**src/rtl/arb_pkg.sv**
```systemverilog
// arb_pkg: shared FSM state encoding and ID-width helper for the round-robin bus arbiter.
// Latency: n/a (types and functions only).
// Backpressure: n/a.
package arb_pkg;

    typedef enum logic [1:0] {
        ARB_IDLE    = 2'b00,
        ARB_GRANTED = 2'b01,
        ARB_RELEASE = 2'b10
    } arb_state_e;

    // Index width for a count of n items, never narrower than one bit.
    function automatic int arb_idw(input int n);
        return (n > 1) ? $clog2(n) : 1;
    endfunction

endpackage

```
**src/rtl/rr_priority_picker.sv**
```systemverilog
// rr_priority_picker: finds the first asserted request scanning from ptr upward, wrapping mod N.
// Latency: purely combinational.
// Backpressure: none; found=0 when no request is asserted.
module rr_priority_picker
    import arb_pkg::*;
#(
    parameter int N = 4
) (
    input  logic [N-1:0]           rq,
    input  logic [arb_idw(N)-1:0]  ptr,
    output logic                   found,
    output logic [arb_idw(N)-1:0]  winner
);

    localparam int IDW = arb_idw(N);

    logic [N-1:0]   rot;
    logic [IDW-1:0] off;

    // Rotate so that the request at ptr lands on bit 0.
    always_comb begin
        for (int i = 0; i < N; i++) begin
            rot[i] = rq[IDW'((int'(ptr) + i) % N)];
        end
    end

    always_comb begin
        found = 1'b0;
        off   = '0;
        for (int i = N - 1; i >= 0; i--) begin
            if (rot[i]) begin
                found = 1'b1;
                off   = IDW'(i);
            end
        end
    end

    assign winner = IDW'((int'(ptr) + int'(off)) % N);

endmodule

```
**src/rtl/bus_arbiter_rr.sv**
```systemverilog
// bus_arbiter_rr: N-master round-robin RQ/GRANT arbiter with a turnaround gap after each release.
// Latency: RQ sampled at edge k -> GRANT after edge k; re-grant gap is TURNAROUND_CYCLES+1 cycles.
// Backpressure: owner keeps the grant while its RQ stays high; ARB_TIMEOUT_EN enables forced preemption.
module bus_arbiter_rr
    import arb_pkg::*;
#(
    parameter int NUM_MASTERS       = 4,
    parameter int TURNAROUND_CYCLES = 1,
    parameter int MAX_HOLD_CYCLES   = 16
) (
    input  logic                            clk,
    input  logic                            reset,
    input  logic [NUM_MASTERS-1:0]          bus_rq,
    output logic [NUM_MASTERS-1:0]          bus_grant,
    output logic [arb_idw(NUM_MASTERS)-1:0] grant_id,
    output logic                            bus_busy,
    output logic                            timeout_pulse
);

    localparam int IDW = arb_idw(NUM_MASTERS);
    localparam int TW  = arb_idw(TURNAROUND_CYCLES);

    arb_state_e     state;
    logic [IDW-1:0] rr_ptr;
    logic [TW-1:0]  tcnt;
    logic           found;
    logic [IDW-1:0] winner;
    logic           owner_rq;
    logic           preempt;

    assign owner_rq = bus_rq[grant_id];

    rr_priority_picker #(
        .N (NUM_MASTERS)
    ) u_picker (
        .rq     (bus_rq),
        .ptr    (rr_ptr),
        .found  (found),
        .winner (winner)
    );

`ifdef ARB_TIMEOUT_EN
    localparam int HW = arb_idw(MAX_HOLD_CYCLES);

    logic [HW-1:0] hcnt;

    // Saturates at the limit so a late competitor preempts on its first request cycle.
    assign preempt = (hcnt == HW'(MAX_HOLD_CYCLES - 1)) && (|(bus_rq & ~bus_grant));

    always_ff @(posedge clk or posedge reset) begin
        if (reset) begin
            hcnt          <= '0;
            timeout_pulse <= 1'b0;
        end else begin
            timeout_pulse <= (state == ARB_GRANTED) && owner_rq && preempt;
            if (state != ARB_GRANTED) begin
                hcnt <= '0;
            end else if (hcnt != HW'(MAX_HOLD_CYCLES - 1)) begin
                hcnt <= hcnt + HW'(1);
            end
        end
    end
`else
    assign preempt       = 1'b0;
    assign timeout_pulse = 1'b0;
`endif

    always_ff @(posedge clk or posedge reset) begin
        if (reset) begin
            state     <= ARB_IDLE;
            bus_grant <= '0;
            grant_id  <= '0;
            bus_busy  <= 1'b0;
            rr_ptr    <= '0;
            tcnt      <= '0;
        end else begin
            case (state)
                ARB_IDLE: begin
                    if (found) begin
                        bus_grant <= NUM_MASTERS'(1) << winner;
                        grant_id  <= winner;
                        rr_ptr    <= (winner == IDW'(NUM_MASTERS - 1)) ? '0 : winner + IDW'(1);
                        bus_busy  <= 1'b1;
                        state     <= ARB_GRANTED;
                    end
                end
                ARB_GRANTED: begin
                    if (!owner_rq || preempt) begin
                        bus_grant <= '0;
                        grant_id  <= '0;
                        tcnt      <= '0;
                        state     <= ARB_RELEASE;
                    end
                end
                ARB_RELEASE: begin
                    // Released drivers get TURNAROUND_CYCLES to go high-Z before the next owner.
                    if (tcnt == TW'(TURNAROUND_CYCLES - 1)) begin
                        bus_busy <= 1'b0;
                        state    <= ARB_IDLE;
                    end else begin
                        tcnt <= tcnt + TW'(1);
                    end
                end
                default: begin
                    bus_grant <= '0;
                    grant_id  <= '0;
                    bus_busy  <= 1'b0;
                    state     <= ARB_IDLE;
                end
            endcase
        end
    end

endmodule

```
**config.mk**
```make
export PLATFORM = sky130hd
export DESIGN_NAME = bus_arbiter_rr
export DESIGN_NICKNAME = d
export VERILOG_FILES = /design/src/rtl/arb_pkg.sv /design/src/rtl/rr_priority_picker.sv /design/src/rtl/bus_arbiter_rr.sv
export SDC_FILE = /design/constraint.sdc
export NUM_CORES = 1
export LEC_CHECK = 0
export CAP_MARGIN = 20
export CORE_UTILIZATION = 50
export CTS_CLUSTER_SIZE = 20
export DETAILED_ROUTE_END_ITERATION = 6
export HOLD_SLACK_MARGIN = 0.12
export PLACE_DENSITY = 0.75
export SLEW_MARGIN = 20
export SYNTH_ARGS = -nofsm -noshare
export SYNTH_HDL_FRONTEND = slang
export SYNTH_SLANG_ARGS = --single-unit
```
**constraint.sdc**
```tcl
create_clock -name clk -period 3.2 [get_ports clk]
set_input_delay 0.64 -clock clk [delete_from_list [all_inputs] [get_ports clk]]
set_output_delay 0.64 -clock clk [all_outputs]
set_load 0.005 [all_outputs]
```
==> results of run 1 <==
-- cell usage in the layout (no fill, tap or decap), types with 2 or more instances in the layout --
cell type	Yosys	routed
clkdlybuf4s50_1	0	12
dfrtp_1	11	11
nand2_1	8	8
nand3_1	8	8
o21ai_0	5	5
nor2_1	4	4
buf_4	1	4
inv_1	3	3
or2_2	3	3
a21o_1	3	3
nor3b_1	3	3
a32o_1	3	3
clkbuf_4	0	3
nor3_1	2	2
nor4_1	2	2
a21oi_1	2	2
ha_1	2	2
-- kinds of logic (layout without fill, tap and decap cells) --
| family | Yosys count | count (layout) | share of synthesized area, % |
|---|---|---|---|
| DFF | 11 | 11 | 35.60 |
| and+or+nand+nor | 37 | 37 | 27.83 |
| buffers and inverters | 9 | 23 | 7.119 |
| other | 1 | 1 | 0.4850 |
| adders and majority gates | 2 | 2 | 3.236 |
| AOI/OAI and AO/OA | 21 | 21 | 19.09 |
| xor gates and xnor gates | 2 | 2 | 2.266 |
| muxes | 2 | 2 | 4.369 |
-- synthesized netlist by cell type (all sizes together), types with 2 or more instances --
| cell | number | area, um^2 |
|---|---|---|
| nor3b | 3 | 22.52 |
| nor3 | 2 | 10.01 |
| nand3 | 8 | 40.04 |
| or2 | 3 | 18.77 |
| nor4 | 3 | 33.78 |
| ha | 2 | 25.02 |
| buf | 5 | 40.04 |
| nand2 | 8 | 30.03 |
| o21ai | 6 | 30.02 |
| inv | 3 | 11.26 |
| and2 | 2 | 15.02 |
| dfrtp | 11 | 275.3 |
| a21oi | 2 | 10.01 |
| a32o | 3 | 30.03 |
| a21o | 3 | 22.52 |
| nor2 | 4 | 15.01 |
-- worst min path at each step --
stage          cells after the start        to
6_report                           1  state[0]
3_5_place_dp                       1  bus_busy
4_1_cts                            1  state[0]
2_1_floorplan                      1  state[0]
3_3_place_gp                       1  state[0]
5_1_grt                            1  bus_busy
-- registers in the layout (all words and copies together) (netlist names) --
| signal | flops |
|---|---|
| bus_busy | 1 |
| grant_id | 2 |
| rr_ptr | 2 |
| state | 2 |
| bus_grant | 4 |
-- worst reg2reg max path: cells and delay by family, from the launching register on --
kind	cells	cell delay [ns]
xor gates and xnor gates	1	0.23
and+or+nand+nor	5	0.86
AOI/OAI and AO/OA	3	0.28
DFF	1	0.51
adders and majority gates	2	0.45
-- routing by layer --
layer | vias up | GRT usage (%) | part of all wire (%)
li1 | 336 | - | -
met1 | 330 | 28.48 | 50
met2 | 11 | 37.50 | 45
met3 | 5 | 6.383 | 2.7
met4 | 0 | 9.677 | 1.7
met5 | - | 0 | 0
-- area by class of cell --
| cell class | instances | area [um^2] |
|---|---|---|
| Inverter | 3 | 11.26 |
| Multi-Input combinational cell | 65 | 442.9 |
| Fill cell | 133 | 441.7 |
| Sequential cell | 11 | 275.3 |
| Timing Repair Buffer | 16 | 150.1 |
| Tap cell | 15 | 18.77 |
| Clock buffer | 4 | 26.28 |
-- report_power, final --
part	internal, uW	switching [uW]
registers	197	63.2
clock network	48.3	47.3
logic	235	228
-- metrics by stage --
stage	power, uW	util, %	cell area, um^2
2_1_floorplan	590.5	-	773.2
3_3_place_gp	707.8	65.75	898.4
3_5_place_dp	718.6	65.75	898.4
4_1_cts	817.7	67.67	924.6
5_1_grt	887.2	67.67	924.6
6_report	818.2	67.67	924.6
==> flow_summary.ini, run 1 <==
[timing]
finalWorstSetupSlack_ns = 0.5009
period_minus_slack_ns = 2.699
hold_violations = 0
slew_violations = 0
clock_skew_ns = 0.001543
setup_tns_ns = 0
finalSetupViolCount = 0
holdWs_ns = 0.4776
rsz0062_at_grt = no
final.period_utilization_pct = 84.35
max_freq_mhz = 370.5

[detailed_routing]
drtPass1Iterations = 2
num_vias = 682
initialDrtViolationCount = 7
wl_per_cell_um = 14.42
ant_nets = 0
wl_um = 1644
vias_per_cell = 5.982
drc_errors = 0

[setup_path]
crit_end = rr_ptr[1]
startpoint_type = primary input
reg2reg_depth = 11
crit_buf_inv = 1
r2r_end = rr_ptr[1]
crit_top_cell = nand2_1
critPathMaxFanout = 3
critPathMaxStageDelay_ns = 0.47
setup.worst_path.class = in2reg
worstPathArrival_ns = 2.86
crit_required_ns = 3.37
crit_path_end_kind = register
cp_slowest_cell = clkdlybuf4s50_1
worstSetupPathDepth = 12
crit_start = bus_rq[1]
crit_chain = clkdlybuf4s50_1 -> or3b_2 -> a21oi_1 -> a21oi_1 -> o221ai_1 -> ha_1 -> xor2_1 -> nand3_1 -> nand2_1 -> ha_1 -> nand2_1 -> nand2_1
cp_top_family = simple AND/OR/NAND/NOR gates
reg2reg_from = rr_ptr[0]
r2r_slack_ns = 0.76

[hold_path]
hp-class = reg2reg
worst_hold_startpoint = state[1]

[cts]
cts_tree = done
cts_buffers = 3
clkSinkCount = 11
clock_latency_ns = 0.27
clockBufferDepth = 2
clk_pin_slew_ns = 0.07
cts_setup_buffers = 0
cts_resized = 0
htreeDepth = 1
hold_buffers = 0
cts_root_buffer = clkbuf_4

[die]
fp.dieW_um = 41.33
coreArea_mm2 = 0.001366
die-area_mm2 = 0.001708
start_util_pct = 56.59
die_y_um = 41.33
rows = 13
ios = 14

[placed_design]
dp_slack_ns = 0.2216
dp.cells = 110
gp_congestion = 0.8732
hpwl_um = 1260
port_buffers = 12

[logic_synthesis]
ys_ff_latch = 11
synth.distinct_cells = 38
yosysWarnings = 0
synthesis.area_um2 = 773.2
synthesis.nets = 93
synthFlopType = dfrtp_1
synthArstFlopShare_pct = 100.0
synth_edf_count = 0
syn_inst = 85
ys_seq_area_share_pct = 35.60
postSynthAreaPerCell_um2 = 9.097

[global_route]
overflow = 0
grt_pass1_vias = 572
grt_pass1_wl_um = 2497
track_usage_pct = 23.04
antenna_found_initial = 0
grt_max_degree = 13

[job]
drv_cap = 0

[power_and_ir_drop]
leakage_uw = 0.0003982
ir_drop_uv = 462.1
power_density_mw_per_mm2 = 884.9

[final_layout]
final_layout_size_suffix_gt1_share_pct = 15.15
layout.nets = 108
antenna_cells = 0
syn_to_final_growth_pct = 19.58
final_cells = 114

[status]
status = completed
No activity file was read; power rests on OpenSTA's default activity.
==> run 2, diff against run 1 <==
--- a/config.mk
+++ b/config.mk
@@ -6,11 +6,11 @@
 export NUM_CORES = 1
 export LEC_CHECK = 0
 export CAP_MARGIN = 20
-export CORE_UTILIZATION = 50
+export CORE_UTILIZATION = 45
 export CTS_CLUSTER_SIZE = 20
 export DETAILED_ROUTE_END_ITERATION = 6
 export HOLD_SLACK_MARGIN = 0.12
-export PLACE_DENSITY = 0.75
+export PLACE_DENSITY = 0.71
 export SLEW_MARGIN = 20
 export SYNTH_ARGS = -nofsm -noshare
 export SYNTH_HDL_FRONTEND = slang
==> constraint.sdc (replaced) <==
create_clock -name clk -period 2.35 [get_ports clk]
set_input_delay 0.47 -clock clk [delete_from_list [all_inputs] [get_ports clk]]
set_output_delay 0.47 -clock clk [all_outputs]
set_load 0.005 [all_outputs]
==> run 2 against run 1 <==
Against the previous run: routed wire length is 24% higher; critical endpoint unchanged; core utilization grew 2.3 points; hold slack better by 0.010 ns; clock-buffer cell count stayed put; sequential power increased by 35%; sequential share of layout area down 4.5 points; die area is 11% higher; total power is 72% higher; non-clock buffer count increased by 11; clock skew grew 0.0084 ns; cell area up 18%.
==> flow_summary.ini, run 2 (synthesized netlist as in run 1, its figures left out) <==
[setup_path]
crit_path_end_kind = register
crit_required_ns = 2.50
worstPathArrival_ns = 2.36
reg2reg_depth = 11
startpoint_type = primary input
setup.worst_path.class = in2reg
critPathMaxFanout = 3
r2r_slack_ns = 0.18
crit_start = bus_rq[0]
reg2reg_from = rr_ptr[0]
r2r_end = rr_ptr[1]

[cts]
cts_tree = done
clkSinkCount = 11
htreeDepth = 1
cts_root_buffer = clkbuf_4
clock_latency_ns = 0.26
cts_buffers = 3
clockBufferDepth = 2
clk_pin_slew_ns = 0.06

[final_layout]
top_register = bus_grant
nFillCells = 130
syn_to_final_growth_pct = 41.10
layout.nets = 119
antenna_cells = 0
final_common_cell = buf_4
layout_common_cells = buf_4 (15), dfrtp_1 (11), nand2_1 (8), clkdlybuf4s50_1 (8), nand3_1 (7)
final_layout_size_suffix_gt1_share_pct = 34.55
largest_reg_flops = 4

[timing]
rsz0062_at_grt = no
tightest_slew_ns = 0.5116
slew_headroom_pct = 65.89
slew_violations = 0
clock_skew_ns = 0.009953
hold_violations = 0
finalSetupViolCount = 0
max_freq_mhz = 453.1
period_minus_slack_ns = 2.207
final.period_utilization_pct = 93.91
holdWs_ns = 0.4877

[die]
die_y_um = 43.45
start_util_pct = 49.60
fp.dieW_um = 43.45
die-area_mm2 = 0.001888
rows = 14
ios = 14
coreArea_mm2 = 0.001559

[global_route]
grt_pass1_wl_um = 3180
grt_max_degree = 12
overflow = 0
track_usage_pct = 23.03
antenna_found_initial = 0
grt_pass1_vias = 724

[hold_path]
worst_hold_startpoint = bus_busy
holdPathEnd = bus_busy
whs_path_depth = 1
hp-class = reg2reg

[placed_design]
hpwl_um = 1385
port_buffers = 12
gp_congestion = 0.9040

[detailed_routing]
vias_per_cell = 5.825
ant_nets = 0
wl_per_cell_um = 16.17
num_vias = 734
drtPass1Iterations = 4
wl_um = 2038
initialDrtViolationCount = 17
drc_errors = 0

[power_and_ir_drop]
power_density_mw_per_mm2 = 1293
ir_drop_uv = 652.4
finalPower_uw = 1411
leakage_uw = 0.0004850

[job]
drv_cap = 0

[status]
status = completed
[run 2: cell types whose count changed in the layout (fill, tap and decap cells not counted), sizes merged]
| cell | previous run | this run |
|---|---|---|
| clkdlybuf4s50 | 12 | 8 |
| buf | 4 | 15 |
| dlygate4sd2 | 0 | 2 |
| dlymetal6s2s | 0 | 2 |
[run 2: per-layer routing]
layer | GRT usage [%] | part of all wire, % | vias to the layer above
li1 | - | - | 358
met1 | 29.97 | 47 | 362
met2 | 37.58 | 50 | 14
met3 | 7.500 | 3.3 | 0
met4 | 5.000 | 0 | 0
met5 | 0 | 0 | -
[run 2: cell type report]
class / instances / area (um^2) / share of cell area, %
Timing Repair Buffer: 27 / 235.2 / 21.56
Clock buffer: 4 / 26.28 / 2.408
Tap cell: 16 / 20.02 / 1.835
Multi-Input combinational cell: 65 / 523.0 / 47.94
Sequential cell: 11 / 275.3 / 25.23
Inverter: 3 / 11.26 / 1.032
[run 2: timing repair]
| action | 4_1_cts | 5_1_grt |
|---|---|---|
| endpoints found under the setup margin | 7 | 7 |
| buffers inserted | 0 | 1 |
| hold buffers | 0 | 0 |
| endpoints found under the hold margin | 0 | 0 |
| gates resized for setup | 6 | 13 |
| pin swaps | 4 | 5 |
[run 2: power by group]
group          switching (uW)  internal (uW)
clock                    56.3           65.4
combinational             431            507
sequential               82.4            268
total                     570            841
[run 2: metrics by stage]
step                      worst slack [ns]  util [%]  instance area, um^2  setup TNS [ns]  std cells
after CTS                          0.01010     65.09                 1015               0        125
after floorplan                    0.06657         -                773.2               0         85
final                               0.1431     69.98                 1091               0        126
after detailed placement           -0.4702     62.52                974.7          -2.815        121
after global placement             -0.4701     62.52                974.7          -2.671        121
after global routing               0.08662     69.98                 1091               0        126
[run 2: how the worst max path moves through the flow]
stage	slack, ns	cells after the start	end
floorplan	0.07	12	rr_ptr[1]
global placement	-0.47	12	rr_ptr[1]
detailed placement	-0.47	12	rr_ptr[1]
CTS	0.01	11	bus_grant[3]
global route	0.09	12	rr_ptr[1]
finish	0.14	12	rr_ptr[1]
[run 2: worst max-delay path, cell delays in order]
cell,delay (ns)
dlygate4sd2_1,0.24
or3b_4,0.37
a21oi_2,0.16
a21oi_2,0.05
o221ai_2,0.09
ha_4,0.21
xor2_4,0.19
nand3_2,0.10
nand2_1,0.10
ha_2,0.27
nand2_1,0.06
nand2_1,0.04
